`config.mk`:
```
export PLATFORM = sky130hd
export DESIGN_NAME = m6502_dma_arbiter
export DESIGN_NICKNAME = d
export VERILOG_FILES = /design/src/rtl/m6502_dma_arbiter.sv
export SDC_FILE = /design/constraint.sdc
export NUM_CORES = 1
export LEC_CHECK = 0
export ABC_AREA = 1
export BUFFER_PORTS_ARGS = -buffer_cell sky130_fd_sc_hd__buf_2
export CAP_MARGIN = 15
export CORE_MARGIN = 2
export CORE_UTILIZATION = 48
export CTS_CLUSTER_DIAMETER = 120
export DETAILED_ROUTE_END_ITERATION = 10
export GPL_TIMING_DRIVEN = 0
export PLACE_DENSITY = 0.91
export SLEW_MARGIN = 30
export SYNTH_ARGS = -nofsm -noshare
export SYNTH_HDL_FRONTEND = slang
export SYNTH_SLANG_ARGS = --single-unit
```
`constraint.sdc`:
```
create_clock -name clk -period 3.2 [get_ports clk]
set_clock_uncertainty 0.2 [all_clocks]
set_input_delay 0.16 -clock clk [delete_from_list [all_inputs] [get_ports clk]]
set_output_delay 0.16 -clock clk [all_outputs]
set_load 0.03 [all_outputs]
```
`src/rtl/m6502_dma_arbiter.sv`:
```
// Shares one memory port between a 6502 CPU and a DMA engine.
// The CPU is stalled through RDY during DMA bursts, but its write cycles always win the bus.
module m6502_dma_arbiter #(
   parameter int unsigned MAX_BURST = 4
) (
   input  logic        clk,
   input  logic        res_n,
   input  logic [15:0] cpu_addr,
   input  logic        cpu_we_n,
   input  logic [7:0]  cpu_datao,
   output logic [7:0]  cpu_datai,
   output logic        cpu_rdy,
   input  logic        dma_req,
   input  logic [15:0] dma_addr,
   input  logic        dma_we,
   input  logic [7:0]  dma_wdata,
   output logic        dma_gnt,
   output logic        dma_ack,
   output logic [7:0]  dma_rdata,
   output logic [15:0] mem_addr,
   output logic        mem_we_n,
   output logic [7:0]  mem_wdata,
   input  logic [7:0]  mem_rdata,
   output logic [15:0] stall_cnt
);

   localparam int unsigned BURST_W = 8;
   localparam int unsigned STALL_W = 16;
   localparam logic [BURST_W-1:0] BURST_LAST = BURST_W'(MAX_BURST - 1);
   localparam logic [BURST_W-1:0] BURST_MAX  = {BURST_W{1'b1}};
   localparam logic [STALL_W-1:0] STALL_MAX  = {STALL_W{1'b1}};

   typedef enum logic [1:0] {
      ST_CPU,
      ST_DMA,
      ST_HOLDOFF
   } state_t;

   state_t             state;
   logic [BURST_W-1:0] burst_cnt;

   // Bus steering: the memory follows the CPU except on DMA cycles without a CPU write.
   always_comb begin
      mem_addr  = cpu_addr;
      mem_wdata = cpu_datao;
      mem_we_n  = cpu_we_n;
      cpu_rdy   = 1'b1;
      dma_gnt   = 1'b0;
      dma_ack   = 1'b0;
      if (state == ST_DMA) begin
         dma_gnt = 1'b1;
         cpu_rdy = 1'b0;
         if (cpu_we_n) begin
            mem_addr  = dma_addr;
            mem_wdata = dma_wdata;
            mem_we_n  = ~(dma_we & dma_req);
            dma_ack   = dma_req;
         end
      end
   end

   assign cpu_datai = mem_rdata;
   assign dma_rdata = mem_rdata;

   // Grant FSM, burst length tracking and stall statistics.
   always_ff @(posedge clk or negedge res_n) begin
      if (!res_n) begin
         state     <= ST_CPU;
         burst_cnt <= '0;
         stall_cnt <= '0;
      end else begin
         case (state)
            ST_CPU: begin
               if (dma_req) begin
                  state     <= ST_DMA;
                  burst_cnt <= '0;
               end
            end
            ST_DMA: begin
               if (!dma_req || (dma_ack && (burst_cnt == BURST_LAST)))
                  state <= ST_HOLDOFF;
               if (dma_ack && (burst_cnt != BURST_MAX))
                  burst_cnt <= burst_cnt + BURST_W'(1);
            end
            ST_HOLDOFF: state <= ST_CPU;
            default:    state <= ST_CPU;
         endcase
         if (!cpu_rdy && (stall_cnt != STALL_MAX))
            stall_cnt <= stall_cnt + STALL_W'(1);
      end
   end

endmodule

```
==> impl_metrics.csv, run 1 <==
group,metric,value,unit
status,status,"complete, no violations",
logic_synthesis,synth-edff-count,0,
floorplan,io_pins,121,
place,dp_hpwl,4630,um
logic_synthesis,yosys.cell_types.count,26,
global_routing,grt_pass1_vias,2072,
clock_network,clk_latency,0.27,ns
floorplan,die_area,4980,um2
timing,slew_headroom,60.1,%
flow_run,max_cap_violations,0,
worst_hold_path,min_path_type,"in -> reg",
detailed_routing,routed_wl,5850,um
finish,antenna_cells,0,
clock_network,cts_setup_buffers,0,
clock_network,numCtsBuffers,3,
detailed_routing,post_drt_via_cell_ratio,5.02,
finish,areaGrowthSynthToFinish,32.3,%
timing,finalHoldViolations,0,
worst_setup_path,cp_slowest_cell,"dfrtp_1",
global_routing,grt_use_met1,25.3,%
worst_setup_path,endpoint_kind,"output port",
timing,maxSlewViolCount,0,
global_routing,track_usage,22.6,%
worst_setup_path,path_cells,"nand2_4 -> inv_6 -> nand2_4 -> buf_6 -> mux2_4 -> buf_2",
global_routing,antenna_found_initial,0,
worst_setup_path,crit_top_cell,"nand2_4",
place,port_buffers,112,
worst_setup_path,cpPeakStageDelay,0.42,ns
logic_synthesis,synth_fp_nets,337,
detailed_routing,vias,2226,
finish,final_core_util,65.1,%
clock_network,clkSinkCount,26,
worst_setup_path,crit_type,"reg -> out",
clock_network,cts_max_level,1,
floorplan,start_util,49.2,%
worst_setup_path,reg2regPathDepth,7,
detailed_routing,postRouteAntennaNets,0,
logic_synthesis,yosysSeqAreaShare,30.6,%
logic_synthesis,synth_most_common_cell,"nand2_1",
place,gp_congestion,0.855,
timing,setup_viol,0,
finish,nets,456,
floorplan,placementRows,24,
logic_synthesis,ys.flop_type,"dfrtp_1",
power_and_ir_drop,leakagePower,1.56,nW
worst_setup_path,cp.arrival,1.77,ns
worst_setup_path,worst_ep_required_time,2.84,ns
timing,fin_crit_sh,66.4,%
timing,tns,0,ns
global_routing,gr-usage-met3,2.99,%
global_routing,grt_use_met2,43.6,%
logic_synthesis,synthTopCellsByArea,"dfrtp_1 (31%), mux2_4 (14%), nand2_1 (14%)",
logic_synthesis,ys_ff_latch,26,
detailed_routing,drt_pass1_iterations,4,
detailed_routing,dr.first_iter.drc_count,37,
clock_network,path_clk_slew,0.09,ns
detailed_routing,wl_per_cell,13.2,um
clock_network,clock-root-buffer,"clkbuf_8",
floorplan,die_w,70.6,um
global_routing,overflow,0,
clock_network,clk_path_buf_depth,2,
logic_synthesis,synth.top_cell.area_share,30.6,%
worst_setup_path,worstPathMaxFanout,10,
floorplan,die_h,70.6,um
power_and_ir_drop,p_per_area,492,nW/um2
timing,rsz0062_at_grt,"no",
logic_synthesis,synth_common_cells,"nand2_1 (80), nor2_1 (27), dfrtp_1 (26)",
timing,period_minus_slack,2.13,ns
timing,clock.fmax,470,MHz
timing,worstMarginPinSlew,0.599,ns
worst_setup_path,worst_setup_path_start_kind,"flip-flop",
global_routing,top_usage_layer,"met2",
logic_synthesis,syn_area,2130,um2
logic_synthesis,post_synth.cell_area_avg,7.77,um2
logic_synthesis,async_flop_share,100,%
finish,drive_gt1_share,45.3,%
logic_synthesis,yosys_warnings,0,
clock_network,cts_tree,"built",
logic_synthesis,postSynthCellCount,274,
logic_synthesis,yosys.area.top_type,"dfrtp_1",
power_and_ir_drop,peakVddDrop,0.420,mV
detailed_routing,drc,0,
global_routing,grt_pass1_wl,9160,um
worst_hold_path,min_path_cells,5,
floorplan,coreArea,4320,um2
global_routing,grt_max_degree,27,
-- timing repair --
| item | in CTS | in global routing |
|---|---|---|
| hold buffers | 2 | 0 |
| gates resized for setup | 0 | 0 |
| hold endpoints to repair | 27 | 0 |
-- where the power goes --
group	internal (mW)	switching, mW
Sequential	0.380	0.0707
Combinational	0.279	0.466
Clock	0.0845	0.104
-- layer usage --
layer / share of wire (%) / wire, um / vias up
li1: - / - / 1098
met4: 2.9 / 167 / 0
met5: 0 / 0 / -
met3: 7.9 / 460 / 13
met2: 51 / 2980 / 98
met1: 38 / 2240 / 1017
-- critical path, delay by kind of cell, from the launching register on --
family	cells	cell delay, ns
buffers and inverters	3	0.46
multiplexers	1	0.32
flip-flops	1	0.42
AND/OR/NAND/NOR	2	0.30
-- area by class of cell --
cell class                 instances  area (um2)
timing repair buffer             114         581
inverter                          26         103
tap                               52        65.1
sequential                        26         651
buffer                            21         170
clock buffer                       3        41.3
multi-input combinational        201        1200
fill                             366        1510
-- logic make-up (layout without fill, tap and decap cells) --
family	after synthesis	count (layout)	synth area share, %
simple gates	152	152	31.9
buf+inv	47	164	12.8
flops	26	26	30.6
mux	24	24	16.2
compound gates	15	15	4.06
xor+xnor	8	8	3.29
fa+ha+maj	2	2	1.18
-- registers in the layout (all words and copies together) (netlist names) --
signal	count
stall_cnt	16
state	2
burst_cnt	8
-- placed cells by master (no fill, tap or decap), types with 4 or more instances in the layout --
| cell | count |
|---|---|
| nand2_1 | 80 |
| nand3_1 | 25 |
| buf_4 | 16 |
| inv_1 | 23 |
| mux2_2 | 4 |
| o21ai_1 | 4 |
| o21ai_0 | 5 |
| nand4_1 | 6 |
| mux2_4 | 20 |
| nor2_1 | 27 |
| dfrtp_1 | 26 |
| buf_6 | 4 |
| nor2_2 | 5 |
| buf_2 | 113 |
| xnor2_1 | 6 |
-- metrics by stage --
step	worst slack (ns)	instance area (um2)	cells	hold WS, ns	power (mW)
2_1_floorplan	1.36	2130	274	-0.336	1.00
3_3_place_gp	1.38	2750	438	-0.0116	1.19
3_5_place_dp	1.36	2750	438	0.00266	1.20
4_1_cts	1.07	2820	443	0.104	1.39
5_1_grt	0.994	2820	443	0.132	1.46
6_report	1.07	2820	443	0.100	1.38
-- final timing paths --
kind	startpoint	endpoint	slack [ns]
min	cpu_we_n	burst_cnt[1]	0.10
min in group asynchronous	res_n	stall_cnt[4]	0.22
max	state[0]	mem_addr[1]	1.07
min reg2reg	burst_cnt[7]	burst_cnt[7]	0.33
max reg2reg	stall_cnt[0]	stall_cnt[2]	1.34
max in group asynchronous	res_n	burst_cnt[7]	2.18
No activity file was read; power rests on OpenSTA's default activity.
==> run 2, diff against run 1 <==
--- a/config.mk
+++ b/config.mk
@@ -9,11 +9,11 @@
 export BUFFER_PORTS_ARGS = -buffer_cell sky130_fd_sc_hd__buf_2
 export CAP_MARGIN = 15
 export CORE_MARGIN = 2
-export CORE_UTILIZATION = 48
+export CORE_UTILIZATION = 40
 export CTS_CLUSTER_DIAMETER = 120
 export DETAILED_ROUTE_END_ITERATION = 10
 export GPL_TIMING_DRIVEN = 0
-export PLACE_DENSITY = 0.91
+export PLACE_DENSITY = 0.82
 export SLEW_MARGIN = 30
 export SYNTH_ARGS = -nofsm -noshare
 export SYNTH_HDL_FRONTEND = slang
==> constraint.sdc (replaced) <==
create_clock -name clk -period 1.85 [get_ports clk]
set_clock_uncertainty 0.2 [all_clocks]
set_input_delay 0.0925 -clock clk [delete_from_list [all_inputs] [get_ports clk]]
set_output_delay 0.0925 -clock clk [all_outputs]
set_load 0.03 [all_outputs]
==> impl_metrics.csv, run 2 (synthesis gave the netlist of run 1 again) <==
group,metric,value,unit
status,status,"complete, but fails checks",
status,violations,"setup timing",
worst_setup_path,worst_setup_path_start_kind,"flip-flop",
flow_run,max_cap_violations,0,
timing,period_minus_slack,1.87,ns
floorplan,io_pins,121,
timing,slew_headroom,59.3,%
floorplan,coreArea,5110,um2
timing,rsz0062_at_grt,"yes",
power_and_ir_drop,leakagePower,1.69,nW
finish,largest_reg_flops,16,
clock_network,clk_latency,0.28,ns
clock_network,cts_max_level,1,
timing,fin_crit_sh,101,%
timing,layout_setup_ws,-0.0242,ns
timing,setup_viol,22,
timing,worstMarginPinSlew,0.610,ns
finish,layout_commonest_cell,"buf_2",
worst_setup_path,cpPeakStageDelay,0.40,ns
worst_setup_path,path_cells,"inv_2 -> nand2_4 -> inv_6 -> nand2_8 -> clkbuf_16 -> mux2_4 -> buf_6",
worst_setup_path,startpoint,"state[1]",
detailed_routing,vias,2285,
floorplan,die_area,5920,um2
timing,clock.fmax,534,MHz
clock_network,clk_path_buf_depth,2,
detailed_routing,dr.first_iter.drc_count,69,
clock_network,clock-root-buffer,"clkbuf_8",
worst_setup_path,r2r-start,"burst_cnt[0]",
finish,layout_common_cells,"buf_2 (89), nand2_1 (80), buf_6 (27)",
finish,nets,464,
worst_setup_path,worstPathMaxFanout,6,
detailed_routing,post_drt_via_cell_ratio,4.86,
worst_hold_path,holdCritStartpoint,"cpu_we_n",
global_routing,overflow,0,
timing,finalHoldViolations,0,
timing,finalHoldWorstSlack,0.0562,ns
global_routing,grt_pass1_vias,2124,
floorplan,die_h,76.9,um
power_and_ir_drop,peakVddDrop,0.712,mV
finish,fin_area,3170,um2
finish,largest-register,"stall_cnt",
clock_network,cts_tree,"built",
worst_setup_path,cp.arrival,1.58,ns
timing,maxSlewViolCount,0,
global_routing,grt_pass1_wl,9970,um
clock_network,numCtsBuffers,3,
global_routing,track_usage,20.4,%
detailed_routing,routed_wl,6570,um
worst_setup_path,crit_type,"reg -> out",
finish,areaGrowthSynthToFinish,48.9,%
worst_hold_path,min_path_type,"in -> reg",
detailed_routing,postRouteAntennaNets,0,
finish,final_core_util,62.0,%
place,port_buffers,112,
finish,drive_gt1_share,47.8,%
worst_setup_path,cp_slowest_cell,"dfrtp_1",
clock_network,clkSinkCount,26,
power_and_ir_drop,p_per_area,873,nW/um2
finish,antenna_cells,0,
detailed_routing,wl_per_cell,14.0,um
worst_setup_path,endpoint_kind,"output port",
worst_setup_path,worst_ep_required_time,1.56,ns
floorplan,start_util,41.7,%
finish,reg_top3,"stall_cnt (16), burst_cnt (8), state (2)",
place,placed_area,2780,um2
detailed_routing,drc,0,
floorplan,die_w,76.9,um
timing,tns,-0.272,ns
detailed_routing,drt_pass1_iterations,4,
place,gp_congestion,0.846,
global_routing,antenna_found_initial,0,
clock_network,path_clk_slew,0.09,ns
power_and_ir_drop,p_total,2.76,mW
floorplan,placementRows,26,
global_routing,grt_max_degree,27,
place,dp_hpwl,4640,um
## run 2: cell count changes in the layout (fill, tap and decap cells not counted), moves of 2 or more
cell,previous run,this run
mux2_4,20,22
buf_2,113,89
buf_6,4,27
buf_12,0,2
mux2_2,4,2
nor2_4,0,2
buf_4,16,21
## run 2: per-layer routing
layer,up-vias,share of wire [%],GRT usage (%)
li1,1114,-,-
met1,1061,39,24.9
met2,102,53,37.6
met3,8,6.9,2.94
met4,0,1.2,4.91
met5,-,0,0
## run 2: power breakdown
part	switching (mW)	internal, mW
clock network	0.194	0.191
logic	0.886	0.695
registers	0.140	0.659
## run 2: worst max-delay path: cells and delay by family (launching register included)
kind | cells | cell delay (ns)
buffers and inverters | 4 | 0.46
flip-flops | 1 | 0.40
multiplexers | 1 | 0.30
AND/OR/NAND/NOR | 2 | 0.15
## run 2: area by class of cell
class	instances	area [um2]
fill	442	1940
multi-input combinational	201	1250
timing repair buffer	122	832
sequential	26	652
buffer	21	188
inverter	26	103
tap	70	87.6
clock buffer	4	55.1
## run 2: metrics by stage
| step | setup slack [ns] | instances |
|---|---|---|
| after global placement | 0.00133 | 456 |
| after floorplan | 0.0111 | 274 |
| after CTS | -0.0245 | 467 |
| after global routing | -0.0824 | 470 |
| final | -0.0242 | 470 |
| after detailed placement | -0.0657 | 456 |
## run 2: final timing paths
check / to / slack, ns / cells after the start
max in group asynchronous: stall_cnt[0] / 0.84 / 2
max reg2reg: burst_cnt[6] / 0.11 / 8
min in group asynchronous: stall_cnt[4] / 0.18 / 2
max: mem_addr[5] / -0.02 / 7
min reg2reg: burst_cnt[7] / 0.32 / 2
min: burst_cnt[1] / 0.06 / 5
## run 2: repair_timing
| action | 4_1_cts | 5_1_grt |
|---|---|---|
| setup buffers | 4 | 2 |
| resized for setup | 55 | 11 |
| hold buffers | 2 | 0 |
| hold endpoints to repair | 27 | 0 |
| endpoints found under the setup margin | 35 | 43 |
| cloned | 1 | 1 |
| pin swaps | 1 | 2 |
